$ cat src/rtl/systolic_feed_sequencer.sv
// Compute-phase sequencer: pops K_DEPTH operand vectors, drives skewed
// row/column valid strobes, drains the array and pulses compute_done.
module systolic_feed_sequencer #(
    parameter int ARRAY_SIZE = 2,
    parameter int K_DEPTH    = 4,
    parameter int CNT_W      = 8
) (
    input  logic                  clk,
    input  logic                  rst,
    input  logic                  compute_start,
    input  logic                  rempty,
    output logic                  fifo_rd_en,
    output logic [ARRAY_SIZE-1:0] row_valid,
    output logic [ARRAY_SIZE-1:0] col_valid,
    output logic                  acc_clear,
    output logic                  busy,
    output logic                  compute_done
);

    typedef enum logic [1:0] {
        IDLE,
        FEED,
        DRAIN,
        DONE
    } state_e;

    state_e                state_q, state_d;
    logic                  start_q;
    logic [CNT_W-1:0]      feed_cnt_q, feed_cnt_d;
    logic [CNT_W-1:0]      drain_cnt_q, drain_cnt_d;
    logic [ARRAY_SIZE-1:0] skew_q, skew_d;
    logic                  acc_clear_q, acc_clear_d;
    logic                  busy_q, busy_d;
    logic                  done_q, done_d;
    logic                  abort;

    assign fifo_rd_en = (state_q == FEED) && !rempty &&
                        (feed_cnt_q < CNT_W'(K_DEPTH));

    assign abort = ((state_q == FEED) || (state_q == DRAIN)) && !compute_start;

    always_comb begin
        state_d     = state_q;
        feed_cnt_d  = feed_cnt_q;
        drain_cnt_d = drain_cnt_q;
        acc_clear_d = 1'b0;
        skew_d      = '0;
        skew_d[0]   = fifo_rd_en;
        for (int i = 1; i < ARRAY_SIZE; i++) begin
            skew_d[i] = skew_q[i-1];
        end

        if (abort) begin
            state_d     = IDLE;
            feed_cnt_d  = '0;
            drain_cnt_d = '0;
            skew_d      = '0;
        end else begin
            unique case (state_q)
                IDLE: begin
                    if (compute_start && !start_q) begin
                        state_d     = FEED;
                        feed_cnt_d  = '0;
                        drain_cnt_d = '0;
                        acc_clear_d = 1'b1;
                    end
                end
                FEED: begin
                    if (fifo_rd_en) begin
                        feed_cnt_d = feed_cnt_q + 1'b1;
                        if (feed_cnt_q == CNT_W'(K_DEPTH - 1)) begin
                            state_d     = DRAIN;
                            drain_cnt_d = '0;
                        end
                    end
                end
                DRAIN: begin
                    // Drain long enough for the last vector to cross the skew
                    if (drain_cnt_q == CNT_W'(2 * ARRAY_SIZE - 1)) begin
                        state_d     = DONE;
                        drain_cnt_d = '0;
                    end else begin
                        drain_cnt_d = drain_cnt_q + 1'b1;
                    end
                end
                DONE: begin
                    state_d    = IDLE;
                    feed_cnt_d = '0;
                end
                default: state_d = IDLE;
            endcase
        end

        busy_d = (state_d != IDLE);
        done_d = (state_d == DONE);
    end

    always_ff @(posedge clk or negedge rst) begin
        if (!rst) begin
            state_q     <= IDLE;
            start_q     <= 1'b0;
            feed_cnt_q  <= '0;
            drain_cnt_q <= '0;
            skew_q      <= '0;
            acc_clear_q <= 1'b0;
            busy_q      <= 1'b0;
            done_q      <= 1'b0;
        end else begin
            state_q     <= state_d;
            start_q     <= compute_start;
            feed_cnt_q  <= feed_cnt_d;
            drain_cnt_q <= drain_cnt_d;
            skew_q      <= skew_d;
            acc_clear_q <= acc_clear_d;
            busy_q      <= busy_d;
            done_q      <= done_d;
        end
    end

    assign row_valid    = skew_q;
    assign col_valid    = skew_q;
    assign acc_clear    = acc_clear_q;
    assign busy         = busy_q;
    assign compute_done = done_q;

endmodule

$ cat config.mk
export PLATFORM = sky130hd
export DESIGN_NAME = systolic_feed_sequencer
export DESIGN_NICKNAME = d
export VERILOG_FILES = /design/src/rtl/systolic_feed_sequencer.sv
export SDC_FILE = /design/constraint.sdc
export NUM_CORES = 1
export LEC_CHECK = 0
export ABC_AREA = 1
export CELL_PAD_IN_SITES_DETAIL_PLACEMENT = 0
export CELL_PAD_IN_SITES_GLOBAL_PLACEMENT = 2
export CORE_UTILIZATION = 36
export CTS_CLUSTER_DIAMETER = 60
export CTS_CLUSTER_SIZE = 8
export DETAILED_ROUTE_END_ITERATION = 7
export GPL_ROUTABILITY_DRIVEN = 0
export PLACE_DENSITY_LB_ADDON = 0.08
export SYNTH_ARGS = -nofsm -noshare
export SYNTH_HDL_FRONTEND = slang
export SYNTH_SLANG_ARGS = --single-unit
export TNS_END_PERCENT = 20
$ cat constraint.sdc
create_clock -name clk -period 4.4 [get_ports clk]
set_input_delay 0.88 -clock clk [delete_from_list [all_inputs] [get_ports clk]]
set_output_delay 0.88 -clock clk [all_outputs]
set_load 0.01 [all_outputs]
==> results list <==
- Dividing the final minimum period by the clock period gives 0.700.
- For this block, the initial DRC count from the detailed router was 50.
* Residual overflow from global routing: 0
- Kind of end point of the critical path: primary output
- Number of buffers added for setup after CTS: 0
- The floorplan step defined a core boundary enclosing 3770 sq um.
- The worst pin sits at a relative slew slack of 0.241.
- Number of buffers created by CTS: 3
- Setup violations remaining at the end of the flow were counted as 0.
* Antenna violations before repair: 0
* GRT Resource Usage Total: 0.166
- Leakage power: 0.884 nW
* Count of max-cap constraint violations: 0
- Clock-pin slew was measured on the worst setup and hold paths at 90 ps.
- The first global-routing pass estimated 5340 um of wire.
- Critical setup path kind: in2out
- Proportion of synthesized chip area in sequential cells: 0.412
- Most area-consuming cells after synthesis: dfrtp_1, nand2_1, inv_1
- Once the clock tree was built, the resizer swapped 0 gates to a different size.
- Once detail routing completed, the nets flagged for antenna violations numbered 0.
- Worst IR Drop VDD: 0.000272 V
- Among cell families on the critical path, the largest total delay comes from buffers and inverters.
* Final worst clock skew: 4.89 ps
- Data on the critical path is required at its endpoint by 3520 ps.
- TritonCTS built the clock tree.
- Register area: 601 sq um
- The run finished with clean final reports.
* Final max-slew violation count: 0
- When the netlist entered floorplanning its net count stood at 201.
- Including well taps, the total number of placed cells is 246.
* Setup WS pre-CTS: 1310 ps
* Number of iterations in the first detailed-routing pass: 4
- In the routed design, unresolved DRC markers number 0.
- For this run, the number of standard cells in the final layout without fillers is 250.
* Final total negative setup slack: 0 ps
- By instance count, the cell type seen most on the critical path is clkdlybuf4s50_1.
- Setup repair after global routing left no endpoint under its margin.
* Clock period minus worst slack: 3080 ps
* Fin nets: 214
- Number of buffers inserted for hold repair after clock tree synthesis: 0
- Share of layout cells above drive strength 1: 0.0842
* Via-to-Cell Ratio: 4.68
- Height of the chip: 65.6 um
* Quantity of I/O buffers inserted on ports: 11
* Cell accounting for the most synthesized area: dfrtp_1
- At the pin with the least slew margin, the transition time is 1130 ps.
- Count of state elements after synthesis: 24
* Routed WL per cell: 11.8 um
* Count of clock tree sinks: 24
- Walking the worst path, the cells encountered are clkdlybuf4s50_1, nor2_4, nand4_4, inv_1, clkdlybuf4s50_1.
* Post-synthesis instance total: 190
* Final wirelength: 2950 um
- The routed layout has 1,171 vias.
- The initial utilization of the core area, before any placement, comes to 0.386.
* Nature of the critical path startpoint: input port
- Count of warnings emitted by yosys: 0
- Largest net degree at the start of global routing: 25
- The clock passes through at most 2 buffers.
- Synth top area share: 0.412
- The die covers 4300 sq um.
* Hold Fails Final Rpt: 0
* CP arrival: 2200 ps
- CTS placed an instance of clkbuf_8 at the clock tree root.
* Instance area at placement: 1610 sq um
- Number of distinct standard cells referenced by the synthesized netlist: 27
- Detailed placement finished with a half-perimeter wire length of 2200 um.
- Based on the critical path, the design can be clocked at up to 325 MHz.
- Worst path buffer plus inverter count: 3
- The worst path meets setup with 1320 ps of slack.
* Per-instance average area after synthesis: 7.67 sq um
* Fillcell total: 370
* Diodes inserted: 0
- The largest single stage delay on the critical path is 520 ps.
* Type of the tightest min-delay check: reg2reg
- CP max FO: 4
- Area of the multi-input gates: 732 sq um
* P&R area growth vs syn: 15.3%
* Post-Route Hold Slack: 506 ps
- Cell area after technology mapping: 1460 sq um
* Final standard cell area without fillers: 1680 sq um
* I/O pins: 12
- Chip width: 65.6 um
* Number of global-route vias before repair: 1,173
- After floorplanning, the core was divided into 22 placement rows.
- Slowest cell on the critical path: clkdlybuf4s50_1
* PwrDens: 552 nW/um^2
* Clk Latency, worst-skew pair: 270 ps
- In this run the number of H-tree levels came out at 1.
-- worst reg2reg max path: cells and delay by family, from the launching register on --
family | cells | cell delay [ps]
simple gates | 5 | 520
buf+inv | 2 | 440
flops | 1 | 430
fa+ha+maj | 1 | 330
compound gates | 1 | 210
-- sequential cells by signal, indices dropped and copies added, names as in the netlist --
signal / count
drain_cnt_q: 8
compute_done: 1
acc_clear: 1
start_q: 1
feed_cnt_q: 8
busy: 1
col_valid: 2
state_q: 2
-- worst paths after layout --
| path | depth (start not counted) | slack [ps] | from | endpoint |
|---|---|---|---|---|
| worst min-delay path | 2 | 510 | feed_cnt_q[1] | feed_cnt_q[1] |
| max in group asynchronous | 1 | 2510 | rst | compute_done |
| worst min register to register | 2 | 510 | feed_cnt_q[1] | feed_cnt_q[1] |
| worst max register to register | 9 | 2370 | state_q[0] | drain_cnt_q[1] |
| min in group asynchronous | 1 | 1210 | rst | col_valid[1] |
| worst max-delay path | 5 | 1320 | rempty | fifo_rd_en |
-- per-layer routing --
layer	routed length, um	global-route usage	up-vias	share of wire
met4	37	0.0598	0	0.013
li1	-	-	610	-
met2	1380	0.271	10	0.47
met3	52	0.0278	4	0.018
met5	0	0	-	0
met1	1470	0.221	547	0.50
-- per-stage QoR --
stage                     total power, W   util
after CTS                       0.000942  0.445
after global placement          0.000738  0.426
after global routing             0.00102  0.445
after detailed placement        0.000739  0.426
final                           0.000926  0.445
after floorplan                 0.000608      -
-- Yosys cell counts --
library cell and n:
nand4_1 3, o21ai_0 6, nand2_2 3, nor2_8 1, a21boi_1 1, nand3_1 11
inv_2 1, nand2_4 2, or2_2 1, a21oi_1 1, nor2_2 1, o31ai_1 1
nand4_4 1, ha_1 7, nand2_1 59, o21bai_4 1, dfrtp_1 24, a21boi_0 5
buf_4 2, nor2_1 25, nor2_4 2, inv_1 26, clkbuf_1 1, o21a_1 1
nand3b_1 2, xor2_1 1, clkinv_1 1
-- cell type report --
| class | count | area share |
|---|---|---|
| Clock buffer | 3 | 0.0246 |
| Clock inverter | 1 | 0.0179 |
| Inverter | 28 | 0.0626 |
| Multi-Input combinational cell | 135 | 0.436 |
| Sequential cell | 24 | 0.358 |
| Tap cell | 48 | 0.0358 |
| Timing Repair Buffer | 11 | 0.0656 |
-- placed cells by master, fill, tap and decap left out, drive strengths merged --
cell type      count
nand3             11
ha                 7
a21oi              1
dfrtp             24
nand3b             2
o21a               1
clkbuf             3
o21ai              6
clkdlybuf4s50     11
xor2               1
nor2              29
nand4              4
bufinv             1
inv               27
clkinv             1
a21boi             6
or2                1
o31ai              1
o21bai             1
nand2             64
-- kinds of logic (layout without fill, tap and decap cells) --
| group | Yosys count | count (layout) | share of synthesized area |
|---|---|---|---|
| AND/OR/NAND/NOR | 111 | 111 | 0.358 |
| buffers and inverters | 31 | 43 | 0.0850 |
| flip-flops | 24 | 24 | 0.412 |
| AO/OA/AOI/OAI | 16 | 16 | 0.0782 |
| adder cells (fa/ha/maj) | 7 | 7 | 0.0601 |
| XOR/XNOR | 1 | 1 | 0.00601 |
-- power by group --
part           total [W]  internal, W  switching (W)
registers       0.000279     0.000255      0.0000239
logic           0.000450     0.000161       0.000289
clock network   0.000198     0.000122      0.0000759
No activity file was read; power rests on OpenSTA's default activity.
